`src/rtl/spi_pkg.sv`:
```
// Shared types and helpers for the SPI master controller.
package spi_pkg;

  typedef enum logic [2:0] {
    IDLE,
    SETUP,
    SHIFT,
    HOLD,
    GAP
  } spi_state_t;

  typedef struct packed {
    logic cpol;
    logic cpha;
  } spi_mode_t;

  // Width of the slave-select index; never below one bit.
  function automatic int ss_w(input int num_ss);
    return (num_ss > 1) ? $clog2(num_ss) : 1;
  endfunction

endpackage

```
`src/rtl/spi_hp_tick.sv`:
```
// Half-period strobe: one-cycle pulse every CLK_DIV clocks while enabled.
module spi_hp_tick #(
  parameter int CLK_DIV = 4
) (
  input  logic clk,
  input  logic rst,
  input  logic en,
  output logic hp_tick
);

  localparam int CW = (CLK_DIV > 1) ? $clog2(CLK_DIV) : 1;

  logic [CW-1:0] cnt;

  assign hp_tick = en && (cnt == '0);

  // Down-counter; parked at the reload value while disabled so the first
  // enabled half-period is a full CLK_DIV cycles long.
  always_ff @(posedge clk or posedge rst) begin
    if (rst) begin
      cnt <= '0;
    end else if (!en || (cnt == '0)) begin
      cnt <= CW'(CLK_DIV - 1);
    end else begin
      cnt <= cnt - 1'b1;
    end
  end

endmodule

```
`src/rtl/spi_master_ctrl.sv`:
```
// Parametrised SPI master: valid/ready word in, MOSI/MISO shift, one-hot
// active-low selects and a forced deselect gap between transfers.
module spi_master_ctrl
  import spi_pkg::*;
#(
  parameter int DATA_W  = 16,
  parameter int NUM_SS  = 1,
  parameter int CLK_DIV = 4,
  parameter int GAP_HP  = 1
) (
  input  logic                    clk,
  input  logic                    rst,
  input  logic                    tx_valid,
  output logic                    tx_ready,
  input  logic [DATA_W-1:0]       tx_data,
  input  logic [ss_w(NUM_SS)-1:0] ss_sel,
  input  logic                    cpol,
  input  logic                    cpha,
  output logic                    rx_valid,
  output logic [DATA_W-1:0]       rx_data,
  output logic                    busy,
  output logic                    sclk,
  output logic                    mosi,
  input  logic                    miso,
  output logic [NUM_SS-1:0]       ss
);

  localparam int SS_W    = ss_w(NUM_SS);
  localparam int EDGES   = 2 * DATA_W;
  localparam int CNT_MAX = (EDGES > GAP_HP) ? EDGES : GAP_HP;
  localparam int CNT_W   = $clog2(CNT_MAX + 1);

  spi_state_t        state, nxt;
  spi_mode_t         mode_q;
  logic [CNT_W-1:0]  cnt;
  logic [DATA_W-1:0] tx_sr, rx_sr;
  logic              hp_tick, accept, last_edge, gap_done, leading, sample_edge;

  // Out-of-range indices leave every line deasserted.
  function automatic logic [NUM_SS-1:0] ss_decode(input logic [SS_W-1:0] sel);
    logic [NUM_SS-1:0] v;
    v = '1;
    for (int i = 0; i < NUM_SS; i++) begin
      if (int'(sel) == i) v[i] = 1'b0;
    end
    return v;
  endfunction

  assign tx_ready    = (state == IDLE) && !rst;
  assign busy        = (state != IDLE);
  assign accept      = tx_valid && tx_ready;
  assign last_edge   = (cnt == CNT_W'(EDGES - 1));
  assign gap_done    = (cnt == CNT_W'(GAP_HP - 1));
  // cnt holds edges already made, so an even count means the next is odd (leading).
  assign leading     = ~cnt[0];
  assign sample_edge = leading ^ mode_q.cpha;

  spi_hp_tick #(.CLK_DIV(CLK_DIV)) u_tick (
    .clk     (clk),
    .rst     (rst),
    .en      (busy),
    .hp_tick (hp_tick)
  );

  // State register.
  always_ff @(posedge clk or posedge rst) begin
    if (rst) state <= IDLE;
    else     state <= nxt;
  end

  // Next-state decode; every non-idle state advances on half-period ticks.
  always_comb begin
    nxt = state;
    unique case (state)
      IDLE:    if (accept) nxt = SETUP;
      SETUP:   if (hp_tick) nxt = SHIFT;
      SHIFT:   if (hp_tick && last_edge) nxt = HOLD;
      HOLD:    if (hp_tick) nxt = GAP;
      GAP:     if (hp_tick && gap_done) nxt = IDLE;
      default: nxt = IDLE;
    endcase
  end

  // Edge counter in SHIFT, half-period counter in GAP; cleared on every state change.
  always_ff @(posedge clk or posedge rst) begin
    if (rst) begin
      cnt <= '0;
    end else if (state != nxt) begin
      cnt <= '0;
    end else if (hp_tick) begin
      cnt <= cnt + 1'b1;
    end
  end

  // Pin drivers and shift registers.
  always_ff @(posedge clk or posedge rst) begin
    if (rst) begin
      sclk     <= 1'b0;
      mosi     <= 1'b0;
      ss       <= '1;
      rx_valid <= 1'b0;
      rx_data  <= '0;
      tx_sr    <= '0;
      rx_sr    <= '0;
      mode_q   <= '0;
    end else begin
      rx_valid <= 1'b0;
      case (state)
        IDLE: begin
          sclk <= cpol;
          if (accept) begin
            mode_q <= '{cpol: cpol, cpha: cpha};
            ss     <= ss_decode(ss_sel);
            rx_sr  <= '0;
            // With cpha=0 the MSB goes out now, so the register holds the rest.
            if (cpha) begin
              tx_sr <= tx_data;
            end else begin
              tx_sr <= tx_data << 1;
              mosi  <= tx_data[DATA_W-1];
            end
          end
        end
        SHIFT: begin
          if (hp_tick) begin
            sclk <= ~sclk;
            if (sample_edge) begin
              rx_sr <= {rx_sr[DATA_W-2:0], miso};
            end else if (!last_edge) begin
              mosi  <= tx_sr[DATA_W-1];
              tx_sr <= tx_sr << 1;
            end
          end
        end
        HOLD: begin
          sclk <= mode_q.cpol;
          if (hp_tick) begin
            ss       <= '1;
            rx_data  <= rx_sr;
            rx_valid <= 1'b1;
          end
        end
        default: ;
      endcase
    end
  end

endmodule

```
`config.mk`:
```
export PLATFORM = sky130hd
export DESIGN_NAME = spi_master_ctrl
export DESIGN_NICKNAME = d
export VERILOG_FILES = /design/src/rtl/spi_pkg.sv /design/src/rtl/spi_hp_tick.sv /design/src/rtl/spi_master_ctrl.sv
export SDC_FILE = /design/constraint.sdc
export NUM_CORES = 1
export LEC_CHECK = 0
export CAP_MARGIN = 15
export CORE_MARGIN = 2
export CORE_UTILIZATION = 50
export DETAILED_ROUTE_END_ITERATION = 8
export GPL_TIMING_DRIVEN = 0
export PLACE_DENSITY_LB_ADDON = 0.1
export RECOVER_POWER = 100
export SLEW_MARGIN = 0
export SYNTH_ARGS = -nofsm -noshare
export SYNTH_HDL_FRONTEND = slang
export SYNTH_SLANG_ARGS = --single-unit
```
`constraint.sdc`:
```
create_clock -name clk -period 2.7 [get_ports clk]
set_clock_uncertainty 0.2 [all_clocks]
set_input_delay 0.405 -clock clk [delete_from_list [all_inputs] [get_ports clk]]
set_output_delay 0.405 -clock clk [all_outputs]
set_load 0.01 [all_outputs]
```
==> Yosys cells after proc, flatten, opt, wreduce, memory -nomap -nowiden <==
Index checks and enable logic that the tools add are counted.
{ "word_totals": {"ff_bits": 65, "in_bits": 23, "out_inout_bits": 22} }
{ "op_classes": {"n_addsub": 2, "eq_ne": 13, "mux": 33, "n_bitwise": 3, "n_reduce_logical": 23} }
{ "op_table": {"columns": ["op", "count"], "rows": [
  ["2-to-1 mux 16 bit", 8],
  ["case mux 16 bit (2 select lines)", 2],
  ["2-to-1 mux 3 bit", 5],
  ["case mux 3 bit (5 select lines)", 1],
  ["inequality test 2 bit (second input constant)", 7],
  ["2-to-1 mux 6 bit", 2],
  ["2-to-1 mux 1 bit", 11],
  ["adder 6 x 1 -> 6 bit (second input constant)", 1],
  ["equality test 3 x 2 -> 1 bit (second input constant)", 2],
  ["equality test 6 x 5 -> 1 bit (second input constant)", 1],
  ["zero test 6 bit", 1],
  ["AND reduction 2 bit", 3],
  ["AND reduction 6 bit", 1],
  ["nonzero test 2 bit", 3],
  ["nonzero test 3 bit", 2],
  ["logical AND 1 bit", 5],
  ["AND reduction 5 bit", 1],
  ["case mux 1 bit (2 select lines)", 2],
  ["AND reduction 4 bit", 1],
  ["equality test 3 x 1 -> 1 bit (second input constant)", 1],
  ["equality test 3 bit (second input constant)", 1],
  ["zero test 3 bit", 1],
  ["inequality test 3 bit", 1],
  ["case mux 1 bit (3 select lines)", 1],
  ["8 further kinds", 10]
]} }

==> Logic depth before layout (Yosys ltp) <==
Gate-level depths: netlist (run 1).
{ "logic_depth": {"word_depth": 7, "ltp_mapped": 7, "depth_no_buf": 6} }

==> By module <==
Synthesis (run 1) repeated with hierarchy kept, for this count alone.
{ "hier_totals": {"hier_cells": 310, "hier_area_um2": 3225.6} }
{ "modules_own_cells": {"columns": ["mod", "n_inst", "cells_each", "area_each_um2", "seq_area_each_um2"], "rows": [
  ["spi_master_ctrl", 1, 301, 3130.5, 1577.8],
  ["spi_hp_tick", 1, 9, 95.1, 50.0]
]} }

==> Least setup slack after synthesis (run 1) <==
Ideal clock, no wire load.
{ "synth_timing": {"path_kind": "flip-flop to flip-flop", "from": "register u_tick.cnt[0]", "to": "register tx_sr[0]", "setup_time_ns": 0.125, "arrival_time_ns": 1.509, "setup_slack_ns": 0.866, "path_stages_with_launch": 8, "path_buffers": 1, "cell_sequence": "dfrtp_1 -> inv_1 -> ha_1 -> nand4bb_1 -> a211oi_2 -> nor2_4 -> buf_6 -> mux2_4"} }
{ "synth_between": {"elab_chain_cells": 4} }
{ "synth_lines": {"columns": ["element", "line_no", "text"], "rows": [
  ["start: declaration", "spi_hp_tick.sv:13", "logic [CW-1:0] cnt;"],
  ["start signal: assignment", "spi_hp_tick.sv:23", "cnt <= CW'(CLK_DIV - 1);"],
  ["start signal: assignment", "spi_hp_tick.sv:25", "cnt <= cnt - 1'b1;"],
  ["zero test 2 bit", "spi_hp_tick.sv:15", "assign hp_tick = en && (cnt == '0);"],
  ["logical AND 1 bit", "spi_hp_tick.sv:15", null],
  ["inequality test 2 bit (no line)", null, null],
  ["AND reduction 5 bit (no line)", null, null],
  ["end signal: assignment", "spi_master_ctrl.sv:117", "tx_sr <= tx_data;"],
  ["end signal: assignment", "spi_master_ctrl.sv:119", "tx_sr <= tx_data << 1;"],
  ["end signal: assignment", "spi_master_ctrl.sv:131", "tx_sr <= tx_sr << 1;"],
  ["end: declaration", "spi_master_ctrl.sv:36", "logic [DATA_W-1:0] tx_sr, rx_sr;"]
]} }
No other way between the ends.
A chain may end at the register's enable or synchronous reset.

==> Worst setup path after layout (run 1) <==
{ "layout_timing": {"from": "register state[2]", "to": "output tx_ready"} }
{ "layout_between": {"elab_chain_cells": 2} }
{ "layout_lines": {"columns": ["element", "line_no", "text"], "rows": [
  ["start: declaration", "spi_master_ctrl.sv:33", "spi_state_t state, nxt;"],
  ["start signal: assignment", "spi_master_ctrl.sv:68", "else state <= nxt;"],
  ["zero test 3 bit", "spi_master_ctrl.sv:49", "assign tx_ready = (state == IDLE) && !rst;"],
  ["logical AND 1 bit", "spi_master_ctrl.sv:49", null],
  ["end: declaration", "spi_master_ctrl.sv:14", "output logic tx_ready,"]
]} }
No other way between the ends.

==> impl_metrics.toml, run 1 <==
[routing]
dr_total_vias = 2311
ant_nets = 0
route.detailed.vias_per_inst = 5.300
detail_route.first_pass.iterations = 6
drt_iter0_drc = 109
detail_route.wl_per_cell_um = 13.67
detail_route.wirelength_um = 5958
drcViolationCount = 0

[synth]
syn-mean-instance-area_um2 = 10.51
sequential_to_total_area_share_from_yosys_stat_pct = 51.44
synth_nets = 327
yosys_warnings = 0
postSynthCellCount = 301
synth-seq-cells = 65
synth.distinct_cells = 41
synth.cell_area_um2 = 3164

[placement]
placed_cells = 420
gp_congestion = 0.7926
numPortBuffers = 43
pre_cts_ws_ns = 0.3417
dp_hpwl_um = 4186
placedInstanceArea_um2 = 3709

[sta]
finalHoldViolations = 0
slew_headroom_pct = 35.89
hold_ws_ns = 0.2450
report.final.setup_viol = 0
rsz0062_at_grt = "false"
achievable-frequency_mhz = 389.0
transition_time_of_the_tightest_slew_check_pin_ns = 0.9605
maxSlewViolCount = 0
post-route-worst-setup-slack_ns = 0.1292
tns_ns = 0
timing.final.crit_share_pct = 95.22
post-route-min-period_ns = 2.571

[clock_tree]
htree_num_levels = 3
postCtsSetupBuffers = 0
clock_slew_at_the_register_clock_pins_of_the_worst_setup_and_hold_paths_ns = 0.07
max-clock-path-buffers = 2
tritoncts = "yes"
cts_root_buf = "clkbuf_8"
cts_made_buffers = 9
clk_latency_ns = 0.32
cts.sink_count = 65
ctsHoldBuffers = 0

[worst_setup_path]
crit-reg2reg-launch = "cnt[0]"
crit_required_ns = 2.10
timing.critical_path.arrival_ns = 1.97
setup.worst_path.class = "reg -> out"
critical_path.endpoint_type = "primary output"
worst-r2r-setup-slack_ns = 0.32
maximum_fanout_count_along_the_critical_path = 10
crit-reg2reg-capture = "tx_sr[5]"
worstRegToRegCells = 5
timing.critical_path.from_type = "register"

[job]
max_cap_violations = 0

[cells_and_area]
ff_latch_area_um2 = 1628
fillCellCount = 500
finish.instance_area_um2 = 3920
finalNonFillerCells = 436
nets = 382
antennaDiodeCount = 0
areaGrowthSynthToFinish_pct = 23.88
layout-drive-gt1-share_pct = 15.79
total_area_of_multi_input_combinational_cells_um2 = 1369

[floorplanning]
initial_utilization_pct = 52.51
floorplan.die.width_um = 83.55
rows = 28
design.core.area_um2 = 6026
dieHeight_um = 83.55
dieArea_um2 = 6981
floorplan.io_pins = 45

[worst_hold_path]
hp-class = "reg -> reg"
hold_path.startpoint = "u_tick.cnt[0]"
hold-path-cell-count = 1
min_delay_worst_endpoint = "u_tick.cnt[0]"

[global_route]
grt_max_degree = 42
grt_pass1_wl_um = 10560
grtUsageTotal_pct = 18.76
via_count_of_the_first_global_routing_pass = 2291
grt-ovfl-total = 0
number_of_antenna_violations_at_the_first_check_in_global_routing = 0

[pwr]
peak_supply_drop_uv = 578.7
total_leakage_power_nw = 1.842
power.density_cell_area_nw_per_um2 = 882.9

[outcome]
run_status = "finished clean"
## stage by stage
stage                     util, %  power (mW)
after CTS                   66.20       3.594
after floorplan                 -       2.140
after global routing        65.05       3.683
after detailed placement    61.54       2.465
final                       65.05       3.461
after global placement      61.21       2.433
## cells by family after synthesis
kind of cell    share of synthesized area (%)
xor+xnor                                1.661
simple gates                            15.07
buf+inv                                 3.875
compound gates                          8.778
flops                                   51.44
mux                                     17.99
fa+ha+maj                               1.186
## worst max-delay path, stage by stage, from the launching register on
cell             delay [ns]
dfrtp_1                0.44
buf_2                  0.21
nor3_2                 0.26
inv_1                  0.11
nor2_1                 0.09
clkdlybuf4s50_1        0.53
## cell usage in the layout (no fill, tap or decap), drive strengths merged, types with 2 or more instances in the layout
cell           instances
a211oi                 3
a21oi                  3
a22oi                  2
buf                    8
bufinv                 4
clkbuf                20
clkdlybuf4s50         22
dfrtp                 64
dlygate4sd3           21
ha                     3
inv                   10
mux2                  33
mux2i                 16
nand2                 70
nand4                  3
nor2                  15
nor3                   2
nor3b                  2
o21ai                 35
xor2                   5
## sequential cells by signal, indices dropped and copies added, names as in the netlist
| register | flops |
|---|---|
| ss | 1 |
| u_tick.cnt | 2 |
| rx_valid | 1 |
| mode_q | 2 |
| state | 3 |
| mosi | 1 |
| rx_sr | 16 |
| sclk | 1 |
| tx_sr | 16 |
| cnt | 6 |
| rx_data | 16 |
## final cells by class
cell class	instances	area share, %
buffer	17	2.107
inverter	9	0.8618
sequential	65	41.53
timing repair buffer	44	11.17
multi-input combinational	210	34.92
tap	75	2.394
clock buffer	10	3.511
clock inverter	6	3.511
## power by group
part	total (mW)	internal [mW]	switching [mW]	leakage, nW
sequential	1.34	1.20	0.140	0.858
clock	1.11	0.737	0.371	0.137
combinational	1.01	0.460	0.554	0.847
total	3.46	2.40	1.07	1.84
## how the worst max path moves through the flow
stage | startpoint | depth (start not counted) | slack, ns | end
2_1_floorplan | rst | 1 | 0.47 | cnt[0]
3_3_place_gp | rst | 2 | -0.77 | tx_sr[3]
3_5_place_dp | state[2] | 5 | 0.34 | tx_ready
4_1_cts | state[2] | 5 | 0.11 | tx_ready
5_1_grt | state[2] | 5 | 0.02 | tx_ready
6_report | state[2] | 5 | 0.13 | tx_ready
## repair_timing
action,4_1_cts,5_1_grt
gates resized for setup,1,0
setup endpoints to repair,1,0
endpoints found under the hold margin,0,0
## routing by layer
layer  up-vias  GRT usage [%]  routed length (um)
met4         0          6.158                  40
met1      1117          25.06                2817
met5         -              0                   0
li1       1143              -                   -
met3         4          3.759                 206
met2        47          30.87                2893
## synth_stat cells, drive strengths merged
cell      n  area share (%)
nand4bb   1            0.36
a21oi     3            0.47
o31ai     1            0.24
a31oi     1            0.20
a22oi     2            0.47
o211ai    1            0.24
nand3     1            0.32
nor3b     2            0.79
nor2     15             2.0
nand4     3            0.59
and2      1            0.28
xnor2     1            0.28
ha        3             1.2
dfrtp    64              51
nor4      1            0.20
nand2    70             8.3
xor2      5             1.4
dfstp     1            0.83
buf      11             2.1
a41oi     1            0.28
nor4bb    1            0.32
and3      1            0.24
a211oi    3            0.87
mux2i    16             5.1
and4      1            0.28
o22ai     1            0.20
clkbuf    6            0.71
nor3      2            0.32
mux2     33              13
or2       1            0.20
inv       9             1.1
o31a      1            0.28
o21ai    35             5.5
nand3b    1            0.24
nor2b     1            0.20
and4b     1            0.43
Note: power is estimated with default switching activity, not from simulation.
==> inputs of run 2 (changes only) <==
--- a/constraint.sdc
+++ b/constraint.sdc
@@ -4,2 +4,2 @@
 set_output_delay 0.405 -clock clk [all_outputs]
-set_load 0.01 [all_outputs]
+set_load 0.05 [all_outputs]
==> run 2 against run 1 <==
  * Combinational power increased by 13%
  * Design area decreased by 0.19%
  * Global-route usage unchanged
  * Via count decreased by 1.1%
  * Power increased by 3.6%
  * Routed wire length increased by 0.15%
  * Die area unchanged
  * Clock power about the same
  * Worst hold slack about the same
  * Cell count unchanged
  * Sequential share of layout area increased by 0.080 points
  * Setup slack improved by 0.043 ns
==> impl_metrics.toml, run 2 (synthesized netlist as in run 1, its figures left out) <==
[outcome]
run_status = "finished clean"

[placement]
numPortBuffers = 43
gp_congestion = 0.7926
placed_cells = 420
pre_cts_ws_ns = 0.07439
placedInstanceArea_um2 = 3709
dp_hpwl_um = 4186

[clock_tree]
postCtsSetupBuffers = 0
clock_slew_at_the_register_clock_pins_of_the_worst_setup_and_hold_paths_ns = 0.07
cts_made_buffers = 9
htree_num_levels = 3
clk_latency_ns = 0.32
tritoncts = "yes"
cts.sink_count = 65
max-clock-path-buffers = 2
cts_root_buf = "clkbuf_8"

[worst_setup_path]
timing.critical_path.from_type = "primary input"
critical_path_buf_inv_count = 2
crit-reg2reg-launch = "state[1]"
slowest_stage = "dlygate4sd3_1"
critical_path.top_delay_family = "buffers and inverters"
maximum_fanout_count_along_the_critical_path = 10
worst_path_largest_cell_delay_ns = 0.57
crit-reg2reg-capture = "tx_sr[3]"
critical_path.endpoint_type = "register"
critical_path_cell_count = 6
timing.critical_path.arrival_ns = 2.53
worstRegToRegCells = 6
worst-r2r-setup-slack_ns = 0.33
setup.worst_path.class = "in -> reg"
crit_path_cell_trace = "dlygate4sd3_1, nor3b_1, and2_0, nor2_1, clkbuf_4, mux2_1"
crit_required_ns = 2.70

[sta]
hold_ws_ns = 0.2448
slew_headroom_pct = 35.73
post-route-worst-setup-slack_ns = 0.1718
rsz0062_at_grt = "false"
timing.final.crit_share_pct = 93.64
report.final.setup_viol = 0
post-route-min-period_ns = 2.528
finalHoldViolations = 0
transition_time_of_the_tightest_slew_check_pin_ns = 0.9630
maxSlewViolCount = 0
achievable-frequency_mhz = 395.5

[worst_hold_path]
hp-class = "reg -> reg"
hold_path.startpoint = "u_tick.cnt[0]"
min_delay_worst_endpoint = "u_tick.cnt[0]"
hold-path-cell-count = 1

[pwr]
power.density_cell_area_nw_per_um2 = 916.6
overall_power_after_layout_mw = 3.586
peak_supply_drop_uv = 576.1
total_leakage_power_nw = 1.846

[cells_and_area]
antennaDiodeCount = 0
layout-drive-gt1-share_pct = 16.07
finalNonFillerCells = 436
commonest_non_fill_non_tap_cell_in_the_layout = "nand2_1"
most-common-layout-cells = "nand2_1 (70), dfrtp_1 (64), o21ai_0 (35)"
nets = 382
finish.instance_area_um2 = 3913
reg.largest.list = "rx_data: 16 flops, rx_sr: 16 flops, tx_sr: 16 flops"
areaGrowthSynthToFinish_pct = 23.65

[global_route]
grt_pass1_wl_um = 10560
number_of_antenna_violations_at_the_first_check_in_global_routing = 0
grt_max_degree = 42
grtUsageTotal_pct = 18.76
grt-ovfl-total = 0
via_count_of_the_first_global_routing_pass = 2291

[floorplanning]
dieArea_um2 = 6981
dieHeight_um = 83.55
initial_utilization_pct = 52.51
floorplan.io_pins = 45
rows = 28
design.core.area_um2 = 6026
floorplan.die.width_um = 83.55

[job]
max_cap_violations = 0

[routing]
detail_route.wirelength_um = 5967
drcViolationCount = 0
detail_route.first_pass.iterations = 6
route.detailed.vias_per_inst = 5.241
detail_route.wl_per_cell_um = 13.69
drt_iter0_drc = 105
dr_total_vias = 2285
ant_nets = 0
## run 2: power by group
group	internal (mW)	leakage [nW]	switching, mW
registers	1.20	0.858	0.141
clock network	0.737	0.137	0.373
logic	0.455	0.851	0.683
## run 2: metal layers
layer / global-route usage (%) / vias up / routed length (um)
met5: 0 / - / 0
met4: 6.158 / 0 / 48
met3: 3.759 / 6 / 186
met2: 30.87 / 39 / 2886
met1: 25.06 / 1096 / 2845
li1: - / 1144 / -
## run 2: per-stage QoR
step	setup TNS [ns]	utilization (%)
detailed placement	0	61.54
global placement	-48.91	61.21
CTS	0	66.07
global route	0	64.93
floorplan	0	-
finish	0	64.93
## run 2: how the worst max path moves through the flow
stage                        start       end  slack (ns)
final                          rst  tx_sr[3]        0.17
after global routing           rst  tx_sr[7]        0.05
after CTS                 state[2]  tx_ready       0.002
after floorplan           state[2]  tx_ready        0.22
after detailed placement  state[2]  tx_ready        0.07
after global placement         rst  tx_sr[3]       -0.77
## run 2: worst reg2reg max path: stages, from the launching register on
cell	delay [ns]
dfrtp_1	0.38
buf_6	0.13
nor3b_1	0.42
and2_0	0.32
nor2_1	0.20
clkbuf_4	0.26
mux2_1	0.33
## run 2: repair_timing
item | 4_1_cts | 5_1_grt
hold buffers | 0 | 0
setup endpoints to repair | 2 | 1
hold endpoints to repair | 0 | 0
resized for setup | 2 | 2
## run 2: cell type report
| class | count | area [um2] |
|---|---|---|
| multi-input cells | 210 | 1368 |
| clock buffers | 10 | 137.6 |
| clock inverters | 6 | 137.6 |
| well taps | 75 | 93.84 |
| fillers | 501 | 2113 |
| flip-flops and latches | 65 | 1628 |
| repair buffers | 44 | 431.7 |
| inverters | 9 | 33.78 |
| plain buffers | 17 | 82.58 |
